`src/rtl/apu_reg_loader.sv`:
```
`default_nettype none
// ============================================================================
// Module   : apu_reg_loader
// Purpose  : Serial register-write controller for the chiptune core. Parses
//            UART bytes as two-byte {header, data} packets, queues completed
//            register writes in a small FIFO and drains them to the APU
//            register bank over a valid/ready handshake. Also drives the
//            serial-activity (link) and frame-sync (blink) LEDs.
// Ports    : osc_i        - clock
//            rst_ni       - asynchronous active-low reset
//            rx_data_i    - received byte (valid with rx_valid_i)
//            rx_valid_i   - one-cycle strobe per received byte
//            reg_ready_i  - register bank accepts the presented write
//            reg_we_o     - write request (FIFO not empty)
//            reg_addr_o   - APU register index 0..23 (FIFO head)
//            reg_data_o   - register value (FIFO head)
//            link_o       - serial activity indicator
//            blink_o      - toggles on every frame-sync packet
//            overflow_o   - sticky: a completed write was dropped (FIFO full)
// Revision : 1.0 - initial release
// ============================================================================
module apu_reg_loader #(
  parameter int CLKRATE      = 12_000_000,
  parameter int LINK_TIMEOUT = 1_200_000,
  parameter int FIFO_DEPTH   = 4
) (
  input  logic       osc_i,
  input  logic       rst_ni,
  input  logic [7:0] rx_data_i,
  input  logic       rx_valid_i,
  input  logic       reg_ready_i,
  output logic       reg_we_o,
  output logic [4:0] reg_addr_o,
  output logic [7:0] reg_data_o,
  output logic       link_o,
  output logic       blink_o,
  output logic       overflow_o
);

  localparam int LW = $clog2(LINK_TIMEOUT + 1);
  localparam int AW = $clog2(FIFO_DEPTH);
  localparam int PW = AW + 1;

  localparam logic [LW-1:0] LINK_RELOAD = LW'(LINK_TIMEOUT);
  localparam logic [4:0]    ADDR_LIMIT  = 5'd24;
  localparam logic [4:0]    ADDR_SYNC   = 5'd31;

  // Elaboration-time parameter sanity checks.
  if (FIFO_DEPTH < 2 || (FIFO_DEPTH & (FIFO_DEPTH - 1)) != 0) begin : g_bad_depth
    $error("apu_reg_loader: FIFO_DEPTH must be a power of two >= 2");
  end
  if (CLKRATE <= 0 || LINK_TIMEOUT < 1) begin : g_bad_timing
    $error("apu_reg_loader: CLKRATE and LINK_TIMEOUT must be positive");
  end

  // --------------------------------------------------------------------------
  // Link activity counter
  // --------------------------------------------------------------------------
  logic [LW-1:0] link_cnt_q, link_cnt_d;

  always_comb begin
    link_cnt_d = link_cnt_q;
    if (rx_valid_i) begin
      link_cnt_d = LINK_RELOAD;
    end else if (link_cnt_q != '0) begin
      link_cnt_d = link_cnt_q - 1'b1;
    end
  end

  always_ff @(posedge osc_i or negedge rst_ni) begin
    if (!rst_ni) begin
      link_cnt_q <= '0;
    end else begin
      link_cnt_q <= link_cnt_d;
    end
  end

  assign link_o = (link_cnt_q != '0);

  // The last idle cycle before link drops: counter is about to reach zero.
  logic timeout_tick;
  assign timeout_tick = !rx_valid_i && (link_cnt_q <= LW'(1));

  // --------------------------------------------------------------------------
  // Packet parser FSM
  // --------------------------------------------------------------------------
  typedef enum logic [0:0] {
    ST_IDLE = 1'b0,
    ST_DATA = 1'b1
  } state_t;

  state_t     state_q, state_d;
  logic [4:0] addr_q, addr_d;
  logic       pkt_done;

  always_comb begin
    state_d  = state_q;
    addr_d   = addr_q;
    pkt_done = 1'b0;
    case (state_q)
      ST_IDLE: begin
        // Bytes with bit7 clear are discarded while waiting for a header.
        if (rx_valid_i && rx_data_i[7]) begin
          state_d = ST_DATA;
          addr_d  = rx_data_i[4:0];
        end
      end
      ST_DATA: begin
        // Any byte completes the packet; a byte arriving on the timeout
        // cycle wins over the abandon.
        if (rx_valid_i) begin
          state_d  = ST_IDLE;
          pkt_done = 1'b1;
        end else if (timeout_tick) begin
          state_d = ST_IDLE;
        end
      end
      default: begin
        state_d = ST_IDLE;
      end
    endcase
  end

  always_ff @(posedge osc_i or negedge rst_ni) begin
    if (!rst_ni) begin
      state_q <= ST_IDLE;
      addr_q  <= '0;
    end else begin
      state_q <= state_d;
      addr_q  <= addr_d;
    end
  end

  logic push_req;
  logic frame_sync;

  assign push_req   = pkt_done && (addr_q < ADDR_LIMIT);
  assign frame_sync = pkt_done && (addr_q == ADDR_SYNC);

  // --------------------------------------------------------------------------
  // Blink toggle and sticky overflow
  // --------------------------------------------------------------------------
  logic blink_q, blink_d;
  logic overflow_q, overflow_d;
  logic push_ok;

  always_comb begin
    blink_d    = blink_q ^ frame_sync;
    overflow_d = overflow_q | (push_req && !push_ok);
  end

  always_ff @(posedge osc_i or negedge rst_ni) begin
    if (!rst_ni) begin
      blink_q    <= 1'b0;
      overflow_q <= 1'b0;
    end else begin
      blink_q    <= blink_d;
      overflow_q <= overflow_d;
    end
  end

  assign blink_o    = blink_q;
  assign overflow_o = overflow_q;

  // --------------------------------------------------------------------------
  // Write FIFO
  // --------------------------------------------------------------------------
  logic [PW-1:0] wr_ptr_q, wr_ptr_d;
  logic [PW-1:0] rd_ptr_q, rd_ptr_d;
  logic [4:0]    mem_addr_q [FIFO_DEPTH];
  logic [7:0]    mem_data_q [FIFO_DEPTH];
  logic          fifo_empty;
  logic          fifo_full;
  logic          pop;

  assign fifo_empty = (wr_ptr_q == rd_ptr_q);
  assign fifo_full  = (wr_ptr_q[PW-1] != rd_ptr_q[PW-1]) &&
                      (wr_ptr_q[AW-1:0] == rd_ptr_q[AW-1:0]);

  assign pop     = !fifo_empty && reg_ready_i;
  // A full FIFO still accepts a push when the head is leaving this cycle.
  assign push_ok = push_req && (!fifo_full || pop);

  always_comb begin
    wr_ptr_d = wr_ptr_q;
    rd_ptr_d = rd_ptr_q;
    if (push_ok) begin
      wr_ptr_d = wr_ptr_q + 1'b1;
    end
    if (pop) begin
      rd_ptr_d = rd_ptr_q + 1'b1;
    end
  end

  always_ff @(posedge osc_i or negedge rst_ni) begin
    if (!rst_ni) begin
      wr_ptr_q <= '0;
      rd_ptr_q <= '0;
    end else begin
      wr_ptr_q <= wr_ptr_d;
      rd_ptr_q <= rd_ptr_d;
    end
  end

  // Storage is reset so the idle head reads as zero.
  always_ff @(posedge osc_i or negedge rst_ni) begin
    if (!rst_ni) begin
      for (int i = 0; i < FIFO_DEPTH; i++) begin
        mem_addr_q[i] <= '0;
        mem_data_q[i] <= '0;
      end
    end else if (push_ok) begin
      mem_addr_q[wr_ptr_q[AW-1:0]] <= addr_q;
      mem_data_q[wr_ptr_q[AW-1:0]] <= rx_data_i;
    end
  end

  assign reg_we_o   = !fifo_empty;
  assign reg_addr_o = mem_addr_q[rd_ptr_q[AW-1:0]];
  assign reg_data_o = mem_data_q[rd_ptr_q[AW-1:0]];

endmodule
`default_nettype wire

```
`config.mk`:
```
export PLATFORM = sky130hd
export DESIGN_NAME = apu_reg_loader
export DESIGN_NICKNAME = d
export VERILOG_FILES = /design/src/rtl/apu_reg_loader.sv
export SDC_FILE = /design/constraint.sdc
export NUM_CORES = 1
export LEC_CHECK = 0
export BUFFER_PORTS_ARGS = -buffer_cell sky130_fd_sc_hd__buf_2
export CAP_MARGIN = 20
export CORE_UTILIZATION = 60
export DETAILED_ROUTE_END_ITERATION = 10
export HOLD_SLACK_MARGIN = 0.06
export PLACE_DENSITY = 0.79
export RECOVER_POWER = 25
export SLEW_MARGIN = 20
export SYNTH_ARGS = -nofsm -noshare
export SYNTH_HDL_FRONTEND = slang
export SYNTH_SLANG_ARGS = --single-unit
```
`constraint.sdc`:
```
create_clock -name osc_i -period 4.5 [get_ports osc_i]
set_input_delay 0.9 -clock osc_i [delete_from_list [all_inputs] [get_ports osc_i]]
set_output_delay 0.9 -clock osc_i [all_outputs]
set_load 0.01 [all_outputs]
```
==> run metrics, run 1 <==
via count=2805; post-synth top area share=50.77%; Crit. Startpoint=link_cnt_q[17]; Max-slew headroom=-44.71%; share of layout cells above drive strength 1=37.09%; Layout fillers=507; MaxCap Viol Count=1; CP Max Fanout=10; CTS tree=done; Final GP Congestion=between 0.8 and 0.9; P_int=around 1.9 mW; Total GRT Usage=24.37%; power density cells=a little over 600 mW/mm^2; critical path endpoint category=primary output; Reg clk slew, reported paths=0.10 ns; pre-CTS WS=between 1 and 1.5 ns; Post-CTS Repair Setup Buffers=0; dominant cell by count in the synthesized netlist=dfrtp_1; CTS Buf Count=9; Routed wire per std cell=~18 um; sw frac=approximately 33%; Final Power=roughly 2.9 mW; dominant synthesized flop cell=dfrtp_1; die area=0.007488 mm^2; area grow syn2layout=9.805%; R2R setup slack=~1.7 ns; Core Region=0.006832 mm^2; critical path endpoint=link_o; VDD IR max=about 250 uV; CTS root buf=clkbuf_8; final wirelength=8454 um; CP cell instances=nor4_1 -> nand2_1 -> or3_4 -> buf_2; Antenna diodes=0; top cells by area, synth=dfrtp_1, mux2_2, mux4_2, ha_1, nor2_1; Setup violations, final=0; slew of the pin with the lowest slew margin=roughly 2.2 ns; Peak Freq=296.1 MHz; CTS H-Tree Depth=3; IO buf count=28; R2R depth=4; Critical Path Source Type=register; reg2reg start=rd_ptr_q[1]; largest net degree at the start of global routing=approximately 90; syn nets=between 300 and 400; cell taking the most area after synthesis=dfrtp_1; GR Overflow Total=0; Seq/Total Area, Yosys=between 50% and 60%; reg2reg end=mem_addr_q[13]; Hold Fails Final Rpt=0; most frequent cells after synthesis=dfrtp_1, mux2_2, nor2_1, mux4_2; initial antenna violation count=0; DRC violation count after routing=0; ys async rst share=100.0%; crit path time final=approximately 3.4 ns; EDFF count, synth=0; die height=between 80 and 90 um; worst min path class=register to register; Longest Clk Path Bufs=2; CP required=between 3 and 4 ns; RSZ-0062 raised after global routing=no; FP Rows=30; Die W=86.54 um; Fin Setup TNS=0 ns; crit path DAT=~2.5 ns; Leak=between 1.5 and 2 nW; Comb pwr share=between 30% and 40%; synthesized area=between 0.004 and 0.005 mm^2; kind of critical path=register to primary output; clock skew=about 0.016 ns; Final period util=approximately 75%; first-pass GRT wire length=13770 um; Final ANT Viol Nets=0; Mean Syn Cell Area=~13 um^2; failing checks=capacitance limit, slew limit; Clk network pwr share=between 20% and 30%; number of global-route vias before repair=2815; sequential share of power=between 40% and 50%; DR pass1 iterations=4; drt first-iter violations=170; highest cell delay on the worst timing path=roughly 0.60 ns; clk sink count=just under 90; I/O pin count=29; Clk Latency, worst-skew pair=about 0.36 ns; cts repair resizes=0; status=finished, violations left; HPWL Detailed=between 5000 and 6000 um; final core utilization=just under 70%; Yosys Warn Count=0; CP max-delay cell=nor4_1; PnR worst setup slack=~1.1 ns; Via density=between 6 and 7; Yosys reg bits=87; Pins Over Slew Limit=around 90; Syn Inst Count=336; NetSw=just over 0.9 mW; Yosys cell types=45; initial core utilization=a little over three fifths; # hold bufs at CTS=0; Final nets=379
[layout make-up]
cell class              instances  area [um^2]  share of cell area (%)
repair buffers                 32        170.2                   3.614
clock buffers                  10        137.6                   2.923
multi-input cells             221         1997                   42.41
flip-flops and latches         87         2177                   46.24
inverters                       8        30.03                  0.6378
well taps                      96        120.1                   2.551
clock inverters                 6        76.32                   1.621
[cells in the final DEF (no fill, tap or decap), types with 9 or more instances in the layout]
cell / instances
o21ai_0: 10
mux4_2: 13
nor2_1: 19
clkbuf_8: 10
buf_2: 27
dfrtp_1: 87
nand2_1: 11
mux2_2: 61
nor4_1: 9
[power by group through the flow]
stage | registers [mW] | logic, mW | clock network, mW
after CTS | 1.32 | 0.973 | 0.585
after floorplan | 1.22 | 0.771 | 0
final | 1.32 | 0.960 | 0.582
after global placement | 1.31 | 0.923 | 0
after detailed placement | 1.33 | 0.966 | 0
after global routing | 1.36 | 1.04 | 0.617
[worst min path at each step]
stage	start	endpoint	slack (ns)	depth (start not counted)
after floorplan	wr_ptr_q[2]	wr_ptr_q[2]	0.46	1
after global placement	blink_o	blink_o	0.45	1
after detailed placement	blink_o	blink_o	0.48	1
after CTS	blink_o	blink_o	0.49	1
after global routing	blink_o	blink_o	0.51	1
final	blink_o	blink_o	0.48	1
[cell families after synthesis]
kind of cell / Yosys count / synth area share [%]
adder cells (fa/ha/maj): 8 / 2.334
flip-flops: 87 / 50.77
buffers and inverters: 28 / 2.655
AND/OR/NAND/NOR: 90 / 12.55
multiplexers: 80 / 24.37
AO/OA/AOI/OAI: 35 / 5.690
XOR/XNOR: 8 / 1.634
[metal layers]
metal  global-route usage [%]  part of all wire [%]  vias to the layer above
li1                         -                     -                     1282
met1                    34.33                    47                     1461
met2                    39.32                    49                       52
met3                    3.429                   2.6                       10
met4                    8.333                   1.3                        0
met5                        0                     0                        -
[worst max-delay path, delay by kind of cell, from the launching register on]
| family | cells | cell delay (ns) |
|---|---|---|
| DFF | 1 | 0.43 |
| and+or+nand+nor | 3 | 1.53 |
| buffers and inverters | 1 | 0.15 |
[stage by stage]
stage | hold WS [ns] | instances | instance area, um^2
2_1_floorplan | 0.4607 | 336 | 4288
3_3_place_gp | 0.4504 | 444 | 4497
3_5_place_dp | 0.4817 | 444 | 4497
4_1_cts | 0.4938 | 460 | 4711
5_1_grt | 0.5087 | 460 | 4708
6_report | 0.4799 | 460 | 4708
[state kept, by name, summed over array words and instances, names as in the netlist]
signal	count
blink_o	1
wr_ptr_q	3
rd_ptr_q	3
link_cnt_q	21
mem_addr_q	20
mem_data_q	32
state_q	1
addr_q	5
overflow_o	1
(Power assumes the default switching activity.)
==> run 2: changes to the inputs <==
--- a/config.mk
+++ b/config.mk
@@ -7,10 +7,10 @@
 export LEC_CHECK = 0
 export BUFFER_PORTS_ARGS = -buffer_cell sky130_fd_sc_hd__buf_2
 export CAP_MARGIN = 20
-export CORE_UTILIZATION = 60
+export CORE_UTILIZATION = 54
 export DETAILED_ROUTE_END_ITERATION = 10
 export HOLD_SLACK_MARGIN = 0.06
-export PLACE_DENSITY = 0.79
+export PLACE_DENSITY = 0.75
 export RECOVER_POWER = 25
 export SLEW_MARGIN = 20
 export SYNTH_ARGS = -nofsm -noshare
==> constraint.sdc (replaced) <==
create_clock -name osc_i -period 3.1 [get_ports osc_i]
set_input_delay 0.62 -clock osc_i [delete_from_list [all_inputs] [get_ports osc_i]]
set_output_delay 0.62 -clock osc_i [all_outputs]
set_load 0.01 [all_outputs]
==> run metrics, run 2 (synthesized netlist as in run 1, its figures left out) <==
status=complete, no violations; I/O pin count=29 (unchanged); Clk Latency, worst-skew pair=0.36 ns (about the same); Regs by FF count=mem_data_q: 32 flops, link_cnt_q: 21 flops, mem_addr_q: 20 flops; MaxCap Viol Count=0 (-1); Hold Fails Final Rpt=0 (unchanged); Total GRT Usage=22.02% (-2.3 points); CTS root buf=clkbuf_8; DRC violation count after routing=0 (unchanged); final wirelength=8240 um (-2.5%); slew of the pin with the lowest slew margin=1.191 ns (-0.9799 ns); via count=2797 (-0.29%); Antenna diodes=0 (unchanged); placed inst area=0.004572 mm^2 (+1.7%); clock skew=0.01347 ns (-0.002107 ns); max reg flops=32 (unchanged); initial core utilization=55.78% (-7.0 points); drt first-iter violations=156 (-8.2%); Peak Freq=331.8 MHz; Max-slew headroom=20.62% (+65 points); Routed wire per std cell=17.35 um (-5.6%); CTS H-Tree Depth=3 (unchanged); area grow syn2layout=11.32%; Final GP Congestion=0.7924 (-0.97%); Via density=5.888 (-3.4%); RSZ-0062 raised after global routing=no; clk sink count=87 (unchanged); kind of critical path=register to primary output; Core Region=0.007687 mm^2 (+13%); CP required=2.48 ns (-1.12 ns); Biggest register=mem_data_q; Final Power=4.159 mW (+45%); worst min path class=primary input to asynchronous set/reset pin; leading cell types in the layout, fill and taps excluded=dfrtp_1, mux2_2, buf_2; Post-CTS Repair Setup Buffers=0 (unchanged); die area=0.008301 mm^2 (+11%); crit path DAT=2.39 ns (-0.09 ns); Fin Setup TNS=0 ns (unchanged); Die W=91.11 um (+5.3%); crit path time final=roughly 3.0 ns; Pins Over Slew Limit=0 (-100%); Critical Path Source Type=register; CTS Buf Count=9 (unchanged); Post-Layout Inst Area=0.004773 mm^2 (+1.4%); Final ANT Viol Nets=0 (unchanged); # hold bufs at CTS=0 (unchanged); Final nets=388 (+2.4%); die height=91.11 um (+5.3%); most common cell after layout, fill and taps aside=dfrtp_1; IO buf count=28 (unchanged); cts repair resizes=0 (unchanged); number of global-route vias before repair=2840 (+0.89%); CP Max Fanout=14 (+4); initial antenna violation count=0 (unchanged); Final period util=between 90% and 100%; share of layout cells above drive strength 1=38.34% (+1.2 points); Longest Clk Path Bufs=2 (unchanged); CTS tree=done; DR pass1 iterations=5 (+1); Setup violations, final=0 (unchanged); Reg clk slew, reported paths=0.09 ns (about the same); power density cells=871.3 mW/mm^2 (+43%); largest net degree at the start of global routing=48 (-45%); GR Overflow Total=0 (unchanged); Layout fillers=615 (+21%); VDD IR max=334.4 uV (+31%); HPWL Detailed=5640 um (+2.8%); FP Rows=32 (+6.7%); critical path endpoint category=primary output; Leak=2.029 nW (+1.8%); first-pass GRT wire length=14200 um (+3.2%)
run 2: critical path: stages, from the launching register on:
cell     delay (ns)
dfrtp_1        0.42
or4_4          0.56
or4_4          0.54
or3_4          0.38
buf_2          0.15
run 2: metal layers:
layer / part of all wire (%) / up-vias / GRT usage, %
li1: - / 1304 / -
met1: 47 / 1432 / 30.87
met2: 49 / 51 / 35.16
met3: 2.9 / 10 / 3.266
met4: 1.3 / 0 / 7.937
met5: 0 / - / 0
run 2: area by class of cell:
class | instances | area, um^2 | area share (%)
sequential | 87 | 2177 | 45.61
multi-input combinational | 221 | 1997 | 41.83
timing repair buffer | 41 | 234.0 | 4.902
tap | 102 | 127.6 | 2.674
clock buffer | 9 | 123.9 | 2.595
clock inverter | 7 | 83.83 | 1.756
inverter | 8 | 30.03 | 0.6291
run 2: path summary, 6_finish.rpt:
| kind | to | startpoint | slack [ns] | depth (start not counted) |
|---|---|---|---|---|
| max | link_o | link_cnt_q[10] | 0.09 | 4 |
| min | rd_ptr_q[2] | rst_ni | 0.50 | 1 |
| max reg2reg | link_cnt_q[19] | link_cnt_q[10] | 0.76 | 4 |
| min reg2reg | rd_ptr_q[2] | rd_ptr_q[2] | 0.50 | 1 |
| max in group asynchronous | mem_data_q[0] | rst_ni | 1.07 | 2 |
| min in group osc_i | rd_ptr_q[2] | rd_ptr_q[2] | 0.50 | 1 |
run 2: per-stage QoR:
step           hold slack, ns  util [%]  setup WS, ns  instances
6_report               0.5029     62.09       0.08607        475
5_1_grt                0.5178     62.09       0.01404        475
4_1_cts                0.2908     62.17       0.07371        475
3_5_place_dp           0.4907     59.47        0.4806        459
3_3_place_gp           0.4775     59.47        0.5127        459
2_1_floorplan          0.3244         -        0.7561        336
run 2: power by group:
part           total, mW  internal, mW  leakage [nW]  switching (mW)
clock              0.830         0.390         0.103           0.440
sequential          1.85          1.56          1.05           0.291
combinational       1.48         0.852         0.871           0.623
